File: config.mk
export PLATFORM = sky130hd
export DESIGN_NAME = word_aligner
export DESIGN_NICKNAME = d
export VERILOG_FILES = /design/src/rtl/word_aligner_pkg.sv /design/src/rtl/word_aligner_comma_finder.sv /design/src/rtl/word_aligner.sv
export SDC_FILE = /design/constraint.sdc
export NUM_CORES = 1
export LEC_CHECK = 0
export ABC_AREA = 1
export CORE_MARGIN = 1
export CORE_UTILIZATION = 60
export CTS_BUF_LIST = sky130_fd_sc_hd__clkbuf_4 sky130_fd_sc_hd__clkbuf_8
export CTS_CLUSTER_SIZE = 30
export DETAILED_ROUTE_END_ITERATION = 8
export PLACE_DENSITY = 0.86
export SLEW_MARGIN = 10
export SYNTH_ARGS = -nofsm -noshare
export SYNTH_HDL_FRONTEND = slang
export SYNTH_HIERARCHICAL = 1
export SYNTH_SLANG_ARGS = --single-unit
File: constraint.sdc
create_clock -name Bit_Rate_Clk_10 -period 2.75 [get_ports Bit_Rate_Clk_10]
set_clock_uncertainty 0.05 [all_clocks]
set_input_delay 0.4125 -clock Bit_Rate_Clk_10 [delete_from_list [all_inputs] [get_ports Bit_Rate_Clk_10]]
set_output_delay 0.4125 -clock Bit_Rate_Clk_10 [all_outputs]
set_load 0.005 [all_outputs]
File: src/rtl/word_aligner_pkg.sv
// Shared constants and types for the word aligner: K28.5 code groups, FSM state type, comma test.
// Optional feature macro used by the top: WORD_ALIGNER_REALIGN_CNT_EN.
package word_aligner_pkg;

   localparam int unsigned SYM_W    = 10;
   localparam logic [9:0]  K285_RDN = 10'h17C;
   localparam logic [9:0]  K285_RDP = 10'h283;

   typedef enum logic [1:0] {
      ST_UNLOCKED = 2'd0,
      ST_CHECK    = 2'd1,
      ST_LOCKED   = 2'd2
   } state_e;

   function automatic logic is_k285(input logic [SYM_W-1:0] sym);
      return (sym == K285_RDN) || (sym == K285_RDP);
   endfunction

endpackage

File: src/rtl/word_aligner_comma_finder.sv
// Combinational K28.5 search over the ten bit offsets of the 20-bit receive window.
// The window's top bit can never start a candidate, so it is not an input.
module comma_finder
   import word_aligner_pkg::*;
(
   input  logic [2*SYM_W-2:0] window_i,
   output logic               hit_o,
   output logic [3:0]         offset_o
);

   // Scan upward and keep the first hit so the lowest offset wins.
   always_comb begin
      hit_o    = 1'b0;
      offset_o = '0;
      for (int unsigned k = 0; k < SYM_W; k++) begin
         if (!hit_o && is_k285(window_i[k +: SYM_W])) begin
            hit_o    = 1'b1;
            offset_o = 4'(k);
         end
      end
   end

endmodule

File: src/rtl/word_aligner.sv
// Comma-based 10b word aligner: acquires/loses lock on K28.5 at a consistent bit offset.
// Define WORD_ALIGNER_REALIGN_CNT_EN to add the Realign_Cnt output (lock-loss counter).
module word_aligner
   import word_aligner_pkg::*;
#(
   parameter int unsigned DATA_WIDTH = SYM_W,
   parameter int unsigned LOCK_COUNT = 3,
   parameter int unsigned LOSS_COUNT = 4
) (
   input  logic                  Bit_Rate_Clk_10,
   input  logic                  Rst,
   input  logic [DATA_WIDTH-1:0] Data_in,
   input  logic                  Data_Valid,
   output logic [DATA_WIDTH-1:0] Data_out,
   output logic                  Data_out_Valid,
   output logic                  K285_Det,
   output logic                  Locked,
   output logic [3:0]            Align_Offset
`ifdef WORD_ALIGNER_REALIGN_CNT_EN
   ,
   output logic [7:0]            Realign_Cnt
`endif
);

   localparam int unsigned MW = $clog2(LOCK_COUNT + 1);
   localparam int unsigned LW = $clog2(LOSS_COUNT + 1);

   state_e                  state_q;
   logic [MW-1:0]           match_q;
   logic [LW-1:0]           miss_q;
   logic [3:0]              align_q;
   logic                    locked_q;

   logic [DATA_WIDTH-1:0]   prev_q,  prev_d;
   logic [DATA_WIDTH-1:0]   dout_q,  dout_d;
   logic                    dov_q,   dov_d;
   logic                    k285_q,  k285_d;

   logic [2*DATA_WIDTH-1:0] window;
   logic [DATA_WIDTH-1:0]   cand;
   logic                    hit;
   logic [3:0]              hit_off;
   logic                    on_offset;
   logic                    lock_evt;
   logic                    unlock_evt;

   assign window = {Data_in, prev_q};

   comma_finder u_finder (
      .window_i (window[2*DATA_WIDTH-2:0]),
      .hit_o    (hit),
      .offset_o (hit_off)
   );

   // Explicit mux keeps the select bounded to the ten legal offsets.
   always_comb begin
      cand = '0;
      for (int unsigned k = 0; k < DATA_WIDTH; k++) begin
         if (align_q == 4'(k)) cand = window[k +: DATA_WIDTH];
      end
   end

   assign on_offset  = hit && (hit_off == align_q);
   assign lock_evt   = Data_Valid && (state_q == ST_CHECK)  && on_offset
                       && (match_q == MW'(LOCK_COUNT - 1));
   assign unlock_evt = Data_Valid && (state_q == ST_LOCKED) && hit && !on_offset
                       && (miss_q == LW'(LOSS_COUNT - 1));

   always_ff @(posedge Bit_Rate_Clk_10) begin
      if (Rst) begin
         state_q  <= ST_UNLOCKED;
         match_q  <= '0;
         miss_q   <= '0;
         align_q  <= '0;
         locked_q <= 1'b0;
      end else if (Data_Valid) begin
         unique case (state_q)
            ST_UNLOCKED: begin
               if (hit) begin
                  align_q <= hit_off;
                  if (LOCK_COUNT <= 1) begin
                     state_q  <= ST_LOCKED;
                     locked_q <= 1'b1;
                     match_q  <= '0;
                  end else begin
                     state_q <= ST_CHECK;
                     match_q <= MW'(1);
                  end
               end
            end
            ST_CHECK: begin
               if (lock_evt) begin
                  state_q  <= ST_LOCKED;
                  locked_q <= 1'b1;
                  match_q  <= '0;
               end else if (on_offset) begin
                  match_q <= match_q + 1'b1;
               end else if (hit) begin
                  align_q <= hit_off;
                  match_q <= MW'(1);
               end
            end
            ST_LOCKED: begin
               if (unlock_evt) begin
                  state_q  <= ST_UNLOCKED;
                  locked_q <= 1'b0;
                  miss_q   <= '0;
               end else if (on_offset) begin
                  miss_q <= '0;
               end else if (hit) begin
                  miss_q <= miss_q + 1'b1;
               end
            end
            default: begin
               state_q  <= ST_UNLOCKED;
               locked_q <= 1'b0;
            end
         endcase
      end
   end

   always_comb begin
      prev_d = prev_q;
      dout_d = dout_q;
      dov_d  = 1'b0;
      k285_d = 1'b0;
      if (Data_Valid) begin
         prev_d = Data_in;
         dout_d = cand;
         dov_d  = (state_q == ST_LOCKED);
         k285_d = (state_q == ST_LOCKED) && is_k285(cand);
      end
   end

   always_ff @(posedge Bit_Rate_Clk_10) begin
      if (Rst) begin
         prev_q <= '0;
         dout_q <= '0;
         dov_q  <= 1'b0;
         k285_q <= 1'b0;
      end else begin
         prev_q <= prev_d;
         dout_q <= dout_d;
         dov_q  <= dov_d;
         k285_q <= k285_d;
      end
   end

`ifdef WORD_ALIGNER_REALIGN_CNT_EN
   logic [7:0] realign_q;

   always_ff @(posedge Bit_Rate_Clk_10) begin
      if (Rst) begin
         realign_q <= '0;
      end else if (unlock_evt && (realign_q != 8'hFF)) begin
         realign_q <= realign_q + 8'd1;
      end
   end

   assign Realign_Cnt = realign_q;
`endif

   assign Data_out       = dout_q;
   assign Data_out_Valid = dov_q;
   assign K285_Det       = k285_q;
   assign Locked         = locked_q;
   assign Align_Offset   = align_q;

endmodule

After elaboration in Yosys (flattened, before gate mapping). Cells that the tools add are included.

Register bits after elaboration: 34. Bits of input ports: 13. Output and inout port bits: 17. Logic and storage cells: 150.

$add $sub $neg: 2. Eq/ne operators: 41. Mux-type cells: 47. Bitwise logic cells: 2. Reduce and logical (&&, ||, !) cells: 49.

Operators with widths (count): equality test 10 bit (second input constant) (11); equality test 10 x 9 -> 1 bit (second input constant) (11); two-way mux 10 bit (10); two-way mux 3 bit (7); two-way mux 4 bit (5); logical AND 1 bit (18); equality test 4 x 3 -> 1 bit (second input constant) (4); two-way mux 2 bit (8); two-way mux 1 bit (13); AND reduction 4 bit (3); logical OR 1 bit (11); zero test 1 bit (10); inequality test 2 bit (second input constant) (5); equality test 4 x 2 -> 1 bit (second input constant) (2); equality test 4 bit (second input constant) (2); one-hot mux 4 bit (2 select lines) (1); one-hot mux 2 bit (3 select lines) (1); equality test 2 bit (second input constant) (2); equality test 4 x 1 -> 1 bit (second input constant) (1); equality test 4 bit (1); zero test 4 bit (1); one-hot mux 2 bit (2 select lines) (1); adder 3 x 1 -> 3 bit (second input constant) (1); equality test 3 x 2 -> 1 bit (second input constant) (1); other kinds (10) (11).

Logic depth before layout (Yosys ltp).
Word-level depth: 37. Mapped depth: 22.

Cells and area by module. Netlist, hierarchy kept.

Modules (own cells, without submodules): word_aligner (times used 1, cells each 412, area an instance 2434.8 um^2, sequential area each 680.7 um^2); comma_finder (times used 1, cells each 138, area an instance 673.1 um^2, sequential area each 0.0 um^2).

Worst setup path before layout. OpenSTA, ideal clock, no wires.

Path kind: in2reg. From: input port Data_in[3]. To: register state_q[1]. Setup time: 0.117 ns. Arrival time: 2.172 ns. Required time: 2.583 ns. Slack: 0.411 ns. Stages: 19. Buffers on the path: 1. Path through: buf_2 -> nor2_1 -> nand3_1 -> o41ai_2 -> nor2_2 -> nand4_2 -> nand2_1 -> inv_1 -> o21ai_0 -> a21oi_1 -> nand3_1 -> inv_1 -> nand3_1 -> nand2_1 -> nand2_1 -> a21oi_1 -> o21ai_1 -> nand2_1 -> a21oi_1.

Word-level cells in the longest chain between the ends: 26. Elaborated cells between the ends (all ways): 53. Those cells by class: eq/ne (16); mux (12); reduce/logical (25).

Ends and longest elaborated chain: from (decl) (RTL line word_aligner.sv:12) `input logic [DATA_WIDTH-1:0] Data_in,`; equality test 10 x 9 -> 1 bit / equality test 10 bit (equally long branches) (RTL line word_aligner_pkg.sv:16) `return (sym == K285_RDN) || (sym == K285_RDP);`; logical OR 1 bit (RTL line word_aligner_pkg.sv:16); logical AND 1 bit (RTL line word_aligner_comma_finder.sv:16) `if (!hit_o && is_k285(window_i[k +: SYM_W])) begin`; two-way mux 1 bit (RTL line word_aligner_comma_finder.sv:16); zero test 1 bit (RTL line word_aligner_comma_finder.sv:16); logical AND 1 bit (RTL line word_aligner_comma_finder.sv:16); two-way mux 1 bit (RTL line word_aligner_comma_finder.sv:16); zero test 1 bit (RTL line word_aligner_comma_finder.sv:16); (+11 left out); named net hit_off[0] (RTL line word_aligner.sv:42) `logic [3:0] hit_off;`; equality test 4 bit * (RTL line word_aligner.sv:63) `assign on_offset = hit && (hit_off == align_q);`; logical AND 1 bit * (RTL line word_aligner.sv:63); zero test 1 bit (RTL line word_aligner.sv:66) `assign unlock_evt = Data_Valid && (state_q == ST_LOCKED) && hit && !on_offset`; logical AND 1 bit (RTL line word_aligner.sv:66); logical AND 1 bit (RTL line word_aligner.sv:67) `&& (miss_q == LW'(LOSS_COUNT - 1));`; inequality test 2 bit (no source line); AND reduction 4 bit (no source line) *; to (signal assigned) (RTL line word_aligner.sv:71) `state_q <= ST_UNLOCKED;`; to (signal assigned) (RTL line word_aligner.sv:82) `state_q <= ST_LOCKED;`; to (signal assigned) (RTL line word_aligner.sv:86) `state_q <= ST_CHECK;`; to (decl) (RTL line word_aligner.sv:28) `state_e state_q;`.

Mark *: on every way through the listed nets, which the timed path passes. The rest lies on a longest branch. A chain may end at the register's enable or synchronous reset.

Worst setup path in the final report.
From: register prev_q[9]. To: register locked_q, in the netlist Locked.

Word-level cells in the longest chain between the ends: 37. Elaborated cells between the ends (all ways): 78. Those cells by class: eq/ne (23); mux (19); reduce/logical (36).

Ends and longest elaborated chain: from (decl) (RTL line word_aligner.sv:34) `logic [DATA_WIDTH-1:0] prev_q, prev_d;`; from (signal assigned) (RTL line word_aligner.sv:142) `prev_q <= prev_d;`; equality test 10 x 9 -> 1 bit / equality test 10 bit (equally long branches) (RTL line word_aligner_pkg.sv:16); logical OR 1 bit (RTL line word_aligner_pkg.sv:16); two-way mux 1 bit (RTL line word_aligner_comma_finder.sv:16); zero test 1 bit (RTL line word_aligner_comma_finder.sv:16); logical AND 1 bit (RTL line word_aligner_comma_finder.sv:16); two-way mux 1 bit (RTL line word_aligner_comma_finder.sv:16); zero test 1 bit (RTL line word_aligner_comma_finder.sv:16); logical AND 1 bit (RTL line word_aligner_comma_finder.sv:16); (+22 left out); named net hit_off[0] (RTL line word_aligner.sv:42); equality test 4 bit * (RTL line word_aligner.sv:63); logical AND 1 bit * (RTL line word_aligner.sv:63); zero test 1 bit (RTL line word_aligner.sv:66); logical AND 1 bit (RTL line word_aligner.sv:66); logical AND 1 bit (RTL line word_aligner.sv:67); inequality test 2 bit (no source line); AND reduction 4 bit (no source line) *; to (signal assigned) (RTL line word_aligner.sv:75) `locked_q <= 1'b0;`; to (signal assigned) (RTL line word_aligner.sv:83) `locked_q <= 1'b1;`; to (signal assigned) (RTL line word_aligner.sv:94) `locked_q <= 1'b1;`; to (decl) (RTL line word_aligner.sv:32) `logic locked_q;`.

Marked as above.

==> metrics.csv <==
stage,metric,value,unit
setup_path,Reg2Reg Depth,20,
routing,remaining antenna violation count,0,
die,Die Ht,74.0,µm
setup_path,WP data required,2890,ps
routing,DR iter-0 viols,510,
placed_design,Placed Area,3710,µm²
routing,drt via density,5.78,
global_routing,total track usage,36.7,%
cts,htree depth,2,
die,core footprint,4850,µm²
timing,relative slew slack,38.5,%
routing,DR vias,3956,
die,full die area,5470,µm²
cts,Post-CTS Hold Buffers,0,
setup_path,reg-to-reg setup timing slack,30,ps
layout,layout cells sized above 1,23.3,%
synthesis,synthesized flop and latch total,34,
timing,final hold violations,0,
layout,cell area after layout,4040,µm²
setup_path,worst reg2reg path endpoint,Locked$_SDFFE_PP0P_,
layout,nets@finish,633,
routing,1st-pass router iterations,6,
placed_design,RD Place Congestion,0.970,
synthesis,cells after synthesis,550,
die,IO Pins,30,
power,Lkg Pwr,0.00187,µW
synthesis,ys async rst share,0,%
min_path,Worst Hold Depth,2,
power,Max VDD drop,0.247,mV
timing,setup slack after layout,26.0,ps
synthesis,ys flop type,dfxtp_1,
timing,setup total negative slack,0,ps
placed_design,IO Port Bufs,29,
power,Combinational Power Share,25.8,%
layout,Diodes inserted,0,
placed_design,Post-DP HPWL,7.22,mm
global_routing,largest net degree at the start of global routing,40,
synthesis,"Cell Area, Synth",3110,µm²
power,Sw Ratio,33.5,%
global_routing,vias in the first global route,3625,
cts,Clock Latency Late Sink,300,ps
timing,Max Transition Viols Final,0,
die,FP Rows,25,
routing,Total Routed Length,10.3,mm
synthesis,Yosys cell types,37,
layout,area of the multi-input gates,2130,µm²
layout,"commonest non-fill, non-tap cell in the layout",nand2_1,
routing,Routed WL per cell,15.0,µm
setup_path,slowest CP cell,dfxtp_4,
synthesis,number of enable flip-flop cells after synthesis,0,
synthesis,register area share after synthesis,21.9,%
setup_path,maximum fanout along the worst path,4,
power,Power Density,316,nW/µm²
power,Pint,850,µW
setup_path,Worst EP arrival,2860,ps
power,Net Switching,429,µW
cts,Num CTS Buffers,5,
min_path,Min-Delay Endpoint,miss_q[2]$_SDFFE_PP0P_,
cts,clock buffer depth,2,
cts,clock sink total,34,
synthesis,Synth Net Count,566,
setup_path,"Cell Chain, Critical Path",buf_4 > nor2_1 > nand3_1 > nor2_2 > nor2_4 > nand4_4 > nor2_4 > nand4_4 > nand2_2 > inv_2 > o21ai_1 > a21oi_4 > nand3_4 > nand2_1 > inv_1 > nand2_1 > a21oi_2 > nand2_1 > nand2_1 > a21oi_2,
setup_path,crit end category,flip-flop,
setup_path,"Buf+Inv Stages, Crit Path",3,
cts,Clk Tree Root Cell,clkbuf_8,
layout,Fillers,343,
timing,final period utilization,99.1,%
layout,"commonest cells after routing, fill and taps aside","nand2_1, nor2_1, inv_1",
layout,Storage cell area,703,µm²
synthesis,top post-synthesis cells by area,"dfxtp_1, nand2_1, nor2_1",
run_status,status,finished clean,
setup_path,r2r startpoint,prev_q[9]$_SDFFE_PP0P_,
global_routing,initial antenna violation count,0,
synthesis,yosys warns,6,
cts,CTS tree,yes,
timing,measured slew at the worst slew-check pin,921,ps
setup_path,CP Class,flip-flop to flip-flop,
setup_path,CP most frequent cell,nand2_1,
setup_path,Top Family by Delay on Critical Path,simple AND/OR/NAND/NOR gates,
routing,post-route DRC violation count,0,
min_path,HP Start,miss_q[2]$_SDFFE_PP0P_,
min_path,worst min-delay path class,flip-flop to flip-flop,
global_routing,GRT Residual Overflow,0,
timing,fin crit period,2720,ps
global_routing,first-pass GRT wire length,15.6,mm
die,die width,74.0,µm
die,starting density of the core,64.1,%
setup_path,critical path's largest stage delay,420,ps
cts,Worst-path clk slew,80,ps
placed_design,pre-CTS WS,-560,ps
synthesis,Synth top area share,21.9,%
power,clock share of power,31.6,%
synthesis,Mean Syn Cell Area,5.65,µm²
synthesis,post-synth top area cell,dfxtp_1,
setup_path,Critical Path Start Type,flip-flop,
timing,max frequency,367,MHz
timing,setup-violating endpoint count in the final report,0,
layout,Area Growth Syn to Fin,30.0,%
power,Flop pwr share,42.6,%
job,Max Cap Viol,0,
area by class of cell:
class	instances	area share, %
sequential	34	17.4
tap	67	2.07
clock inverter	2	0.310
inverter	96	9.11
clock buffer	6	2.04
multi-input combinational	402	52.6
timing repair buffer	78	16.4
power groups by stage:
stage / Clock, µW / Combinational, µW / Sequential, µW
finish: 404 / 330 / 545
global route: 425 / 361 / 547
CTS: 403 / 297 / 542
detailed placement: 0 / 297 / 553
global placement: 0 / 291 / 552
floorplan: 0 / 164 / 548
layer usage:
layer | global-route usage, % | wire length [µm]
met4 | 16.5 | 322
met3 | 7.32 | 940
met5 | 0 | 0
met2 | 63.9 | 5020
met1 | 43.6 | 3990
worst register-to-register path, cell delays in order (launching register included):
cell,delay (ps)
dfxtp_4,420
buf_4,140
nor2_1,60
nand3_1,120
nor2_2,70
nor2_4,170
nand4_4,120
nor2_4,150
nand4_4,100
nand2_2,100
inv_2,40
o21ai_1,200
a21oi_4,60
nand3_4,100
nand2_1,90
inv_1,90
nand2_1,70
a21oi_2,200
nand2_1,100
nand2_1,110
a21oi_2,60
metrics by stage:
stage / total power (µW) / hold WS [ps] / cells / utilization (%)
floorplan: 712 / 389 / 550 / -
global placement: 843 / 403 / 671 / 76.5
detailed placement: 849 / 406 / 671 / 76.5
CTS: 1240 / 418 / 679 / 78.7
global route: 1330 / 453 / 685 / 83.3
finish: 1280 / 418 / 685 / 83.3
worst max path at each step:
stage	from	end	cells past startpoint
2_1_floorplan	Data_in[3]	state_q[1]$_SDFFE_PP0P_	19
3_3_place_gp	Data_in[2]	state_q[1]$_SDFFE_PP0P_	24
3_5_place_dp	Data_in[0]	Locked$_SDFFE_PP0P_	23
4_1_cts	prev_q[7]$_SDFFE_PP0P_	Locked$_SDFFE_PP0P_	22
5_1_grt	prev_q[9]$_SDFFE_PP0P_	Locked$_SDFFE_PP0P_	21
6_report	prev_q[9]$_SDFFE_PP0P_	Locked$_SDFFE_PP0P_	20
cell families (layout without fill, tap and decap cells):
family                   Yosys count  count (layout)  share of synthesized area, %
AND/OR/NAND/NOR                  338             338                          50.4
flip-flops                        34              34                          21.9
adder cells (fa/ha/maj)            3               3                          1.21
AO/OA/AOI/OAI                     60              60                          11.4
buffers and inverters            114             182                          14.8
XOR/XNOR                           1               1                         0.282
timing repair:
| action | CTS | global route |
|---|---|---|
| gates resized for setup | 13 | 67 |
| setup endpoints to repair | 8 | 11 |
| cloned | 0 | 0 |
| pin swaps | 2 | 25 |
| setup buffers | 0 | 6 |
flip-flops by register name, summed over array words and instances, names as in the netlist:
name / count
K285_Det: 1
Align_Offset: 4
miss_q: 3
Locked: 1
state_q: 2
match_q: 2
Data_out_Valid: 1
Data_out: 10
prev_q: 10
cell usage after synthesis (9+ instances only):
cell type and n:
clkbuf_1 9, o21ai_0 20, nand2_1 134, nor2_1 89, o211ai_1 10, nand4_1 30
inv_1 86, nor3_1 10, dfxtp_1 34, nand3_1 38, nor2_2 14, a21oi_1 24
No activity file was read; power rests on OpenSTA's default activity.
==> RTL change: new RTL, same settings <==
Set the parameter `LOSS_COUNT` to 8 (it was 4).
--- a/src/rtl/word_aligner.sv
+++ b/src/rtl/word_aligner.sv
@@ -7,3 +7,3 @@
    parameter int unsigned LOCK_COUNT = 3,
-   parameter int unsigned LOSS_COUNT = 4
+   parameter int unsigned LOSS_COUNT = 8
 ) (
Check against the original RTL: not equivalent (a bounded check fails within 10 cycles, from zero or initial values and one cycle with Rst high).
==> RTL change against the original RTL <==
  * Wire length is 2.6% higher
  * Synthesized area shrank 1.9%
  * Combinational power is 6.4% lower
  * Sequential cell count increased by 1
  * First-iteration DRC count increased by 16%
  * Global-route usage rose by 2.7 points
  * Design area down 1.1%
  * Total power shrank 1.0%
  * Setup slack improved by 0.078 ns
  * Via count up 1.7%
  * Critical endpoint is now Align_Offset[3]$_SDFFE_PP0P_
  * Largest power group unchanged
  * Highest routed layer unchanged
==> RTL change: results (changes against the original RTL) <==
.. list-table::
   :header-rows: 1

   * - Metric
     - Value
   * - Standard cell with the maximum stage delay on the critical path
     - sky130_fd_sc_hd__dlygate4sd2_1 (was sky130_fd_sc_hd__dfxtp_4)
   * - Half-perimeter wire length of the detailed placement result
     - 7172 um (was 7220 um)
   * - Switching power
     - 0.0004291 W (was 0.0004288 W)
   * - Post-synthesis sequential area ratio
     - 0.2299 (was 0.2190)
   * - Synthesized Nets
     - 559 (was 566)
   * - Vias per Instance
     - 5.866 (was 5.775)
   * - Adder and majority cell fraction of the synthesized area
     - 0.008210 (was 0.01208)
   * - Delay of the slowest cell on the worst path
     - 0.24 ns (was 0.42 ns)
   * - Number of DRC markers after the initial detailed-route iteration
     - 593 (was 510)
   * - Worst vdd ir
     - 321.7 uV (was 246.8 uV)
   * - Area growth from synthesis to layout
     - 31.03% (was 29.99%)
   * - Area occupied by registers
     - 720.7 sq um (was 703.2 sq um)
   * - Total power
     - 0.001266 W (was 0.001278 W)
   * - Distinct cell type count of the synthesized netlist
     - 36 (was 37)
   * - Vias in the first global route
     - 3640 (was 3625)
   * - Global-route wire length before repair
     - 16380 um (was 15590 um)
   * - Part of the total power dissipated in the clock network
     - 0.315 (was 0.316)
   * - Met1 Track Usage GR
     - 0.4802 (was 0.4357)
   * - Multi-input combinational cell count
     - 404 (was 402)
   * - Post-Route WL
     - 10540 um (was 10280 um)
   * - Post-CTS resize count
     - 21 (was 13)
   * - Top cells by area in the synthesized netlist
     - sky130_fd_sc_hd__dfxtp_1, sky130_fd_sc_hd__nand2_1, sky130_fd_sc_hd__nor2_1 (unchanged)
   * - Met3 global-route usage
     - 0.06036 (was 0.07317)
   * - Non-clk bufs
     - 83 (was 78)
   * - Flop+latch power
     - 0.000558 W (was 0.000545 W)
   * - Most numerous cell types in the synthesized netlist
     - sky130_fd_sc_hd__nand2_1, sky130_fd_sc_hd__nor2_1, sky130_fd_sc_hd__inv_1, sky130_fd_sc_hd__nand3_1, sky130_fd_sc_hd__dfxtp_1 (unchanged)
   * - Final estimated routing congestion in global placement
     - 0.9619 (was 0.9704)
   * - Wire length on met3
     - 914 um (was 940 um)
   * - Share of the synthesized netlist area taken by xor and xnor gates
     - 0.005747 (was 0.002818)
   * - Pin count of the biggest net entering global routing
     - 38 (was 40)
   * - Signal arrival time at the worst endpoint
     - 2.83 ns (was 2.86 ns)
   * - Seq Cell Count
     - 35 (was 34)
   * - Post-Synthesis Mean Instance Area
     - 5.603 sq um (was 5.651 sq um)
   * - Fraction of layout instances using a drive strength above 1
     - 0.2165 (was 0.2330)
   * - Outcome
     - finished clean (unchanged)
   * - Tightest slew margin relative to the limit
     - 0.4107 (was 0.3853)
   * - Multi-input logic portion of the cell area
     - 0.5166 (was 0.5265)
   * - Maximum fanout count along the critical path
     - 7 (was 4)
   * - All-Layer GR Usage
     - 0.3943 (was 0.3673)
   * - Met2 wire length
     - 4856 um (was 5022 um)
   * - Signal buf overhead
     - 0.1754 (was 0.1641)
-- RTL change: cell count changes in the layout (fill, tap and decap cells not counted), sizes merged, moves of 2 or more --
| cell | change |
|---|---|
| a31oi | +2 |
| buf | +5 |
| clkbuf | -2 |
| inv | -8 |
| nand3 | +3 |
| nand4 | -4 |
| nor2 | +4 |
| o2111ai | +2 |
| o211ai | -2 |
-- RTL change: path summary, 6_finish.rpt --
kind / startpoint / end / slack, ns / cells after the start
setup / recovery: Data_in[0] / Align_Offset[3]$_SDFFE_PP0P_ / 0.10 / 21
hold / removal: Locked$_SDFFE_PP0P_ / Locked$_SDFFE_PP0P_ / 0.42 / 2
setup reg to reg: prev_q[8]$_SDFFE_PP0P_ / Align_Offset[3]$_SDFFE_PP0P_ / 0.12 / 18
hold reg to reg: Locked$_SDFFE_PP0P_ / Locked$_SDFFE_PP0P_ / 0.42 / 2
